## src/rtl/press_gen.sv

```systemverilog
// press_gen: turns single-cycle request pulses into emulated button presses.
//
// Each accepted request drives `bo` high for PRESS_LEN cycles, then holds it
// low for at least GAP_LEN cycles. Requests that arrive while a press or gap
// is in progress are queued in a saturating counter. A request that finds the
// queue full is dropped, and the sticky `ovf` flag is set.
//
// Optional feature, selected by the macro PRESS_GEN_CNT_EN:
//   When it is defined, the module adds the 8-bit `press_cnt` output. This
//   counter increments on every entry into PRESS and wraps from 255 to 0.
//
// Ports:
//   clk       in   system clock, rising edge
//   rst       in   synchronous, active-high reset
//   pi        in   request pulse; each cycle sampled high is one request
//   bo        out  emulated button level (registered)
//   busy      out  high while a press/gap is active or requests are queued
//   pend      out  number of queued requests
//   ovf       out  sticky overflow flag; set when a request is dropped
//   press_cnt out  presses started, mod 256 (PRESS_GEN_CNT_EN only)
module press_gen #(
    parameter int unsigned PRESS_LEN = 4,
    parameter int unsigned GAP_LEN   = 2,
    parameter int unsigned PEND_MAX  = 3,
    parameter int unsigned PEND_W    = 2,
    parameter int unsigned CNT_W     = 8
) (
    input  logic              clk,
    input  logic              rst,
    input  logic              pi,
    output logic              bo,
    output logic              busy,
    output logic [PEND_W-1:0] pend,
    output logic              ovf
`ifdef PRESS_GEN_CNT_EN
    ,
    output logic [7:0]        press_cnt
`endif
);

    typedef enum logic [1:0] {
        StIdle,
        StPress,
        StGap
    } state_e;

    localparam logic [CNT_W-1:0]  PressLoad = CNT_W'(PRESS_LEN - 1);
    localparam logic [CNT_W-1:0]  GapLoad   = CNT_W'(GAP_LEN - 1);
    localparam logic [PEND_W-1:0] PendMax   = PEND_W'(PEND_MAX);

    state_e              state_q, state_d;
    logic [CNT_W-1:0]    cnt_q, cnt_d;
    logic [PEND_W-1:0]   pend_q, pend_d;
    logic                ovf_q, ovf_d;
    logic                bo_q, bo_d;
    logic                enter_press;

    // Next-state and countdown logic
    always_comb begin
        state_d     = state_q;
        cnt_d       = cnt_q;
        enter_press = 1'b0;
        unique case (state_q)
            StIdle: begin
                if (pi) begin
                    state_d     = StPress;
                    cnt_d       = PressLoad;
                    enter_press = 1'b1;
                end
            end
            StPress: begin
                if (cnt_q != '0) begin
                    cnt_d = cnt_q - CNT_W'(1);
                end else begin
                    state_d = StGap;
                    cnt_d   = GapLoad;
                end
            end
            StGap: begin
                if (cnt_q != '0) begin
                    cnt_d = cnt_q - CNT_W'(1);
                end else if ((pend_q != '0) || pi) begin
                    state_d     = StPress;
                    cnt_d       = PressLoad;
                    enter_press = 1'b1;
                end else begin
                    state_d = StIdle;
                end
            end
            default: begin
                state_d = StIdle;
                cnt_d   = '0;
            end
        endcase
    end

    // Request accounting. A request that coincides with a press start is
    // consumed in the same edge, so the queue depth stays unchanged. A press
    // start without a new request occurs only from GAP with pend != 0, so
    // the decrement cannot underflow.
    always_comb begin
        pend_d = pend_q;
        ovf_d  = ovf_q;
        if (pi && !enter_press) begin
            if (pend_q < PendMax) begin
                pend_d = pend_q + PEND_W'(1);
            end else begin
                ovf_d = 1'b1;
            end
        end else if (!pi && enter_press) begin
            pend_d = pend_q - PEND_W'(1);
        end
    end

    // bo is registered from the next state so that it tracks PRESS exactly
    assign bo_d = (state_d == StPress);

    always_ff @(posedge clk) begin
        if (rst) begin
            state_q <= StIdle;
            cnt_q   <= '0;
            pend_q  <= '0;
            ovf_q   <= 1'b0;
            bo_q    <= 1'b0;
        end else begin
            state_q <= state_d;
            cnt_q   <= cnt_d;
            pend_q  <= pend_d;
            ovf_q   <= ovf_d;
            bo_q    <= bo_d;
        end
    end

`ifdef PRESS_GEN_CNT_EN
    logic [7:0] press_cnt_q, press_cnt_d;

    always_comb begin
        press_cnt_d = press_cnt_q;
        if (enter_press) begin
            press_cnt_d = press_cnt_q + 8'd1;
        end
    end

    always_ff @(posedge clk) begin
        if (rst) begin
            press_cnt_q <= 8'd0;
        end else begin
            press_cnt_q <= press_cnt_d;
        end
    end

    assign press_cnt = press_cnt_q;
`endif

    assign bo   = bo_q;
    assign pend = pend_q;
    assign ovf  = ovf_q;
    assign busy = (state_q != StIdle) || (pend_q != '0);

endmodule

```

## config.mk

```make
export PLATFORM = sky130hd
export DESIGN_NAME = press_gen
export DESIGN_NICKNAME = d
export VERILOG_FILES = /design/src/rtl/press_gen.sv
export SDC_FILE = /design/constraint.sdc
export NUM_CORES = 1
export LEC_CHECK = 0
export BUFFER_PORTS_ARGS = -buffer_cell sky130_fd_sc_hd__buf_2
export CAP_MARGIN = 30
export CORE_ASPECT_RATIO = 0.9
export CORE_MARGIN = 2
export CORE_UTILIZATION = 50
export DETAILED_ROUTE_END_ITERATION = 10
export PLACE_DENSITY = 0.69
export SLEW_MARGIN = 10
export SYNTH_ARGS = -nofsm -noshare
export SYNTH_HDL_FRONTEND = slang
export SYNTH_SLANG_ARGS = --single-unit
```

## constraint.sdc

```tcl
create_clock -name clk -period 2.93 [get_ports clk]
set_input_delay 0.293 -clock clk [delete_from_list [all_inputs] [get_ports clk]]
set_output_delay 0.293 -clock clk [all_outputs]
set_load 0.05 [all_outputs]
```

# Word-level counts from Yosys, hierarchy flattened
# Index checks and enable logic that the tools add are counted.
# Widths: inputs -> output; s select.
# op_classes
mux	17
n_addsub	3
reduce_logical	14
bitwise_logic	1
n_lt_le_gt_ge	1
eq_ne	6
# ops
operator	count
$mux 8	4
$pmux 8 s3	1
$mux 2	6
$reduce_bool 8->1	1
$sub 8x1->8 const B	1
$pmux 2 s3	1
$reduce_and 2->1	3
$reduce_bool 2->1	3
$eq 2x1->1 const B	2
$mux 1	4
$ne 3x3->1 const B	1
$add 2x1->2 const B	1
$eq 2x2->1 const B	1
$logic_and 1x1->1	2
$logic_not 1->1	2
$logic_not 2->1	1
$logic_or 1x1->1	2
$lt 2x2->1 const B	1
$ne 2x1->1 const B	1
$ne 2x2->1 const B	1
$pmux 1 s2	1
$sub 2x1->2 const B	1
$not 1->1	1
# word_totals
output_inout_bits	5
reg_bits	14
input_bits	3
elab_cells	47

# Longest topological paths before layout
# depth
ltp_word	9
mapped_depth	7
depth_no_buf	6

# Worst setup path before layout
# No wires, ideal clock.
# synth_timing
path_kind	reg2reg
start	register pend_q[1], in the netlist pend[1]
end	register cnt_q[6]
arrival_time_ps	1899
stages_incl_launch_ff	6
required_ps	2844
slack_ps	945
period_less_slack_ps	1985
n_path_buf	1
setup_ps	86
path_cell_list	dfxtp_1 -> nor2_1 -> a41o_1 -> buf_6 -> or4_1 -> a211oi_1
# synth_via
elab_chain_cells	4
# synth_lines
item	line_no	rtl
start, declared	53	logic [PEND_W-1:0] pend_q, pend_d;
start signal, assigned	128	pend_q <= pend_d;
$reduce_bool 2->1	82	end else if ((pend_q != '0) || pi) begin
$logic_or 1x1->1	82	
$ne 3x3->1 (no source line)	n/a	
$reduce_and 2->1 (no source line)	n/a	
end signal, assigned	127	cnt_q <= cnt_d;
end, declared	52	logic [CNT_W-1:0] cnt_q, cnt_d;
# No other way between the ends.
# A chain may end at the register's enable or synchronous reset.

# Final worst setup path
# layout_timing
start	register cnt_q[0]
end	register cnt_q[6]
# layout_via
elab_chain_cells	3
elab_cells_between_ends	7
cone_classes	add/sub: 1; eq/ne: 1; mux: 3; reduce/logical: 2
# layout_lines
item	line_no	rtl
$sub 8x1->8 / $reduce_bool 8->1 (equally long branches)	n/a	
$mux 8 (tied with other cells)	80	if (cnt_q != '0) begin
$pmux 8 s3 / $reduce_and 2->1 (equally long branches)	n/a	
# Parallel ways exist; a longest one is shown, timed or not.

==> flow_metrics.tcl <==
set metrics [dict create \
    outcome "finished, final reports clean" \
    ir_worst_vdd_mv 0.627 \
    power_mw 0.823 \
    vias_per_cell 6.02 \
    core_sq_um 1630 \
    utilization 0.548 \
    synth.ff_latch_count 14 \
    synthCells 99 \
    timing.fmax_ghz 0.488 \
    final_common_cell "dfxtp_1" \
    p_seq_frac 0.350 \
    cts_buffer_depth 2 \
    ys.flop_type "dfxtp_1" \
    synth_mux_area_frac 0.0119 \
    nets 111 \
    p_comb_frac 0.519 \
    die_h_um 42.9 \
    htree_levels 1 \
    rsz0062_at_grt "no" \
    synth_nets 104 \
    synth-adder-area-share 0.0298 \
    switchingPower_mw 0.382 \
    synth_top_family_by_area "compound AO/OA/AOI/OAI gates" \
    setup_violations 0 \
    antenna_found_initial 0 \
    cellLeakagePower_nw 0.327 \
    synth_top_area_frac 0.333 \
    period_share 0.699 \
    p_int_mw 0.441 \
    min_period_ns 2.05 \
    ys_seq_area_frac 0.333 \
    track_usage 0.225 \
    switching_share 0.464 \
    synth_edf_count 0 \
    synth.avg_cell_area_sq_um 8.49 \
    grt_pass1_vias 753 \
    cts_setup_buffers 0 \
    grt-ovfl-total 0 \
    cts_hold_buf 0 \
    start_util 0.516 \
    hold_path.class "in2reg" \
    drtPass1Iterations 4 \
    cts_tree "yes" \
    num_antenna_cells 0 \
    path_clk_slew_ns 0.09 \
    route.detailed.drc 0 \
    dpl.hpwl_um 1260 \
    die-area_sq_um 2030 \
    crit_path_start_kind "flip-flop" \
    clock_skew_ns 0.00888 \
    critPathMaxFanout 12 \
    pwr_density_cell_nw_per_um2 923 \
    mostFrequentLayoutCells "dfxtp_1, nor2_1, nand2_1, buf_2" \
    drive_above_1_share 0.173 \
    ctsResizeCount 0 \
    design_area_sq_um 892 \
    ant_nets 0 \
    maxSlewViolCount 0 \
    synth_cell_type_count 38 \
    drt_iter0_drc 30 \
    synthArstFlopShare 0 \
    yosys.area_share.simple 0.266 \
    place_congestion 0.852 \
    end_kind "flip-flop" \
    io_buffers 7 \
    synth_compound_area_frac 0.293 \
    netlist_area_sq_um 841 \
    grt_max_degree 17 \
    cts.sinks 14 \
    pin_count 8 \
    grt_pass1_wl_um 3350 \
    yosysWarnings 0 \
    hold_viol_final 0 \
    postPlaceCellArea_sq_um 870 \
    worst_slew_pin_slew_ns 0.721 \
    cts_made_buffers 3 \
    synth.area.top_cells "dfxtp_1, a211oi_1, or3_1" \
    row_count 14 \
    slew_headroom 0.515 \
    worstSetupPathType "reg2reg" \
    synth_top_area_cell "dfxtp_1" \
    area_growth_pct 6.10 \
    num_vias 770 \
    cp.arrival_ns 2.23 \
    wl_per_cell_um 13.9 \
    synth_xor_area_frac 0 \
    cp.required_ns 3.11 \
    clockPowerShare 0.131 \
    worstSkewPairLatency_ns 0.28 \
    drv_cap 0 \
    dieWidth_um 47.2 \
    root_buffer "clkbuf_4" \
    tns_ns 0 \
    routed_wl_um 1780 \
]
## state kept, by name, indices dropped and copies added (netlist names)
name / cells
state_q: 2
ovf: 1
bo: 1
pend: 2
cnt_q: 8
## cells by family after synthesis
kind of cell,Yosys count
compound gates,33
mux,1
simple gates,39
fa+ha+maj,2
buf+inv,10
flops,14
## critical path: stages (launching register included)
cell	delay (ns)
dfxtp_1	0.37
inv_1	0.07
ha_1	0.21
nor3b_1	0.19
a41o_1	0.38
or4_1	0.50
a211oi_1	0.25
## power by group through the flow
stage / clock (mW) / sequential (mW) / combinational, mW
after detailed placement: 0 / 0.291 / 0.424
after global routing: 0.120 / 0.300 / 0.486
after floorplan: 0 / 0.292 / 0.360
after global placement: 0 / 0.291 / 0.420
final: 0.107 / 0.288 / 0.427
after CTS: 0.113 / 0.287 / 0.426
## cells in the mapped netlist, types with 2 or more instances
library cell / number
dfxtp_1: 14
nor2_1: 8
nand2_1: 7
a211oi_1: 5
inv_1: 5
o21ai_0: 5
or3_1: 5
a21oi_1: 4
o211ai_1: 4
o31ai_1: 4
or4_1: 3
buf_6: 2
ha_1: 2
nand4b_1: 2
nor2b_1: 2
nor3_1: 2
nor3b_1: 2
o41ai_1: 2
or2_2: 2
## final timing paths
check	from	end	slack [ns]	depth (start not counted)
setup / recovery	cnt_q[0]	cnt_q[6]	0.88	6
setup reg to reg	cnt_q[0]	cnt_q[6]	0.88	6
hold / removal	rst	state_q[1]	0.38	2
hold reg to reg	ovf	ovf	0.47	2
## stage by stage
stage               worst slack (ns)  hold slack (ns)  cells
global placement               0.972            0.458    125
floorplan                      0.945            0.395     99
global route                   0.614            0.394    128
finish                         0.881            0.376    128
CTS                            0.870            0.366    128
detailed placement             0.917            0.466    125
## layout make-up
class	count	area [sq um]
repair buffers	7	35.0
fillers	165	737
flip-flops and latches	14	280
inverters	5	18.8
clock buffers	3	22.5
multi-input cells	75	505
well taps	24	30.0
## layer usage
layer,global-route usage,part of all wire
met1,0.331,0.50
met2,0.303,0.44
met3,0.106,0.054
met4,0.0333,0.0073
met5,0,0
No activity file was read; power rests on OpenSTA's default activity.
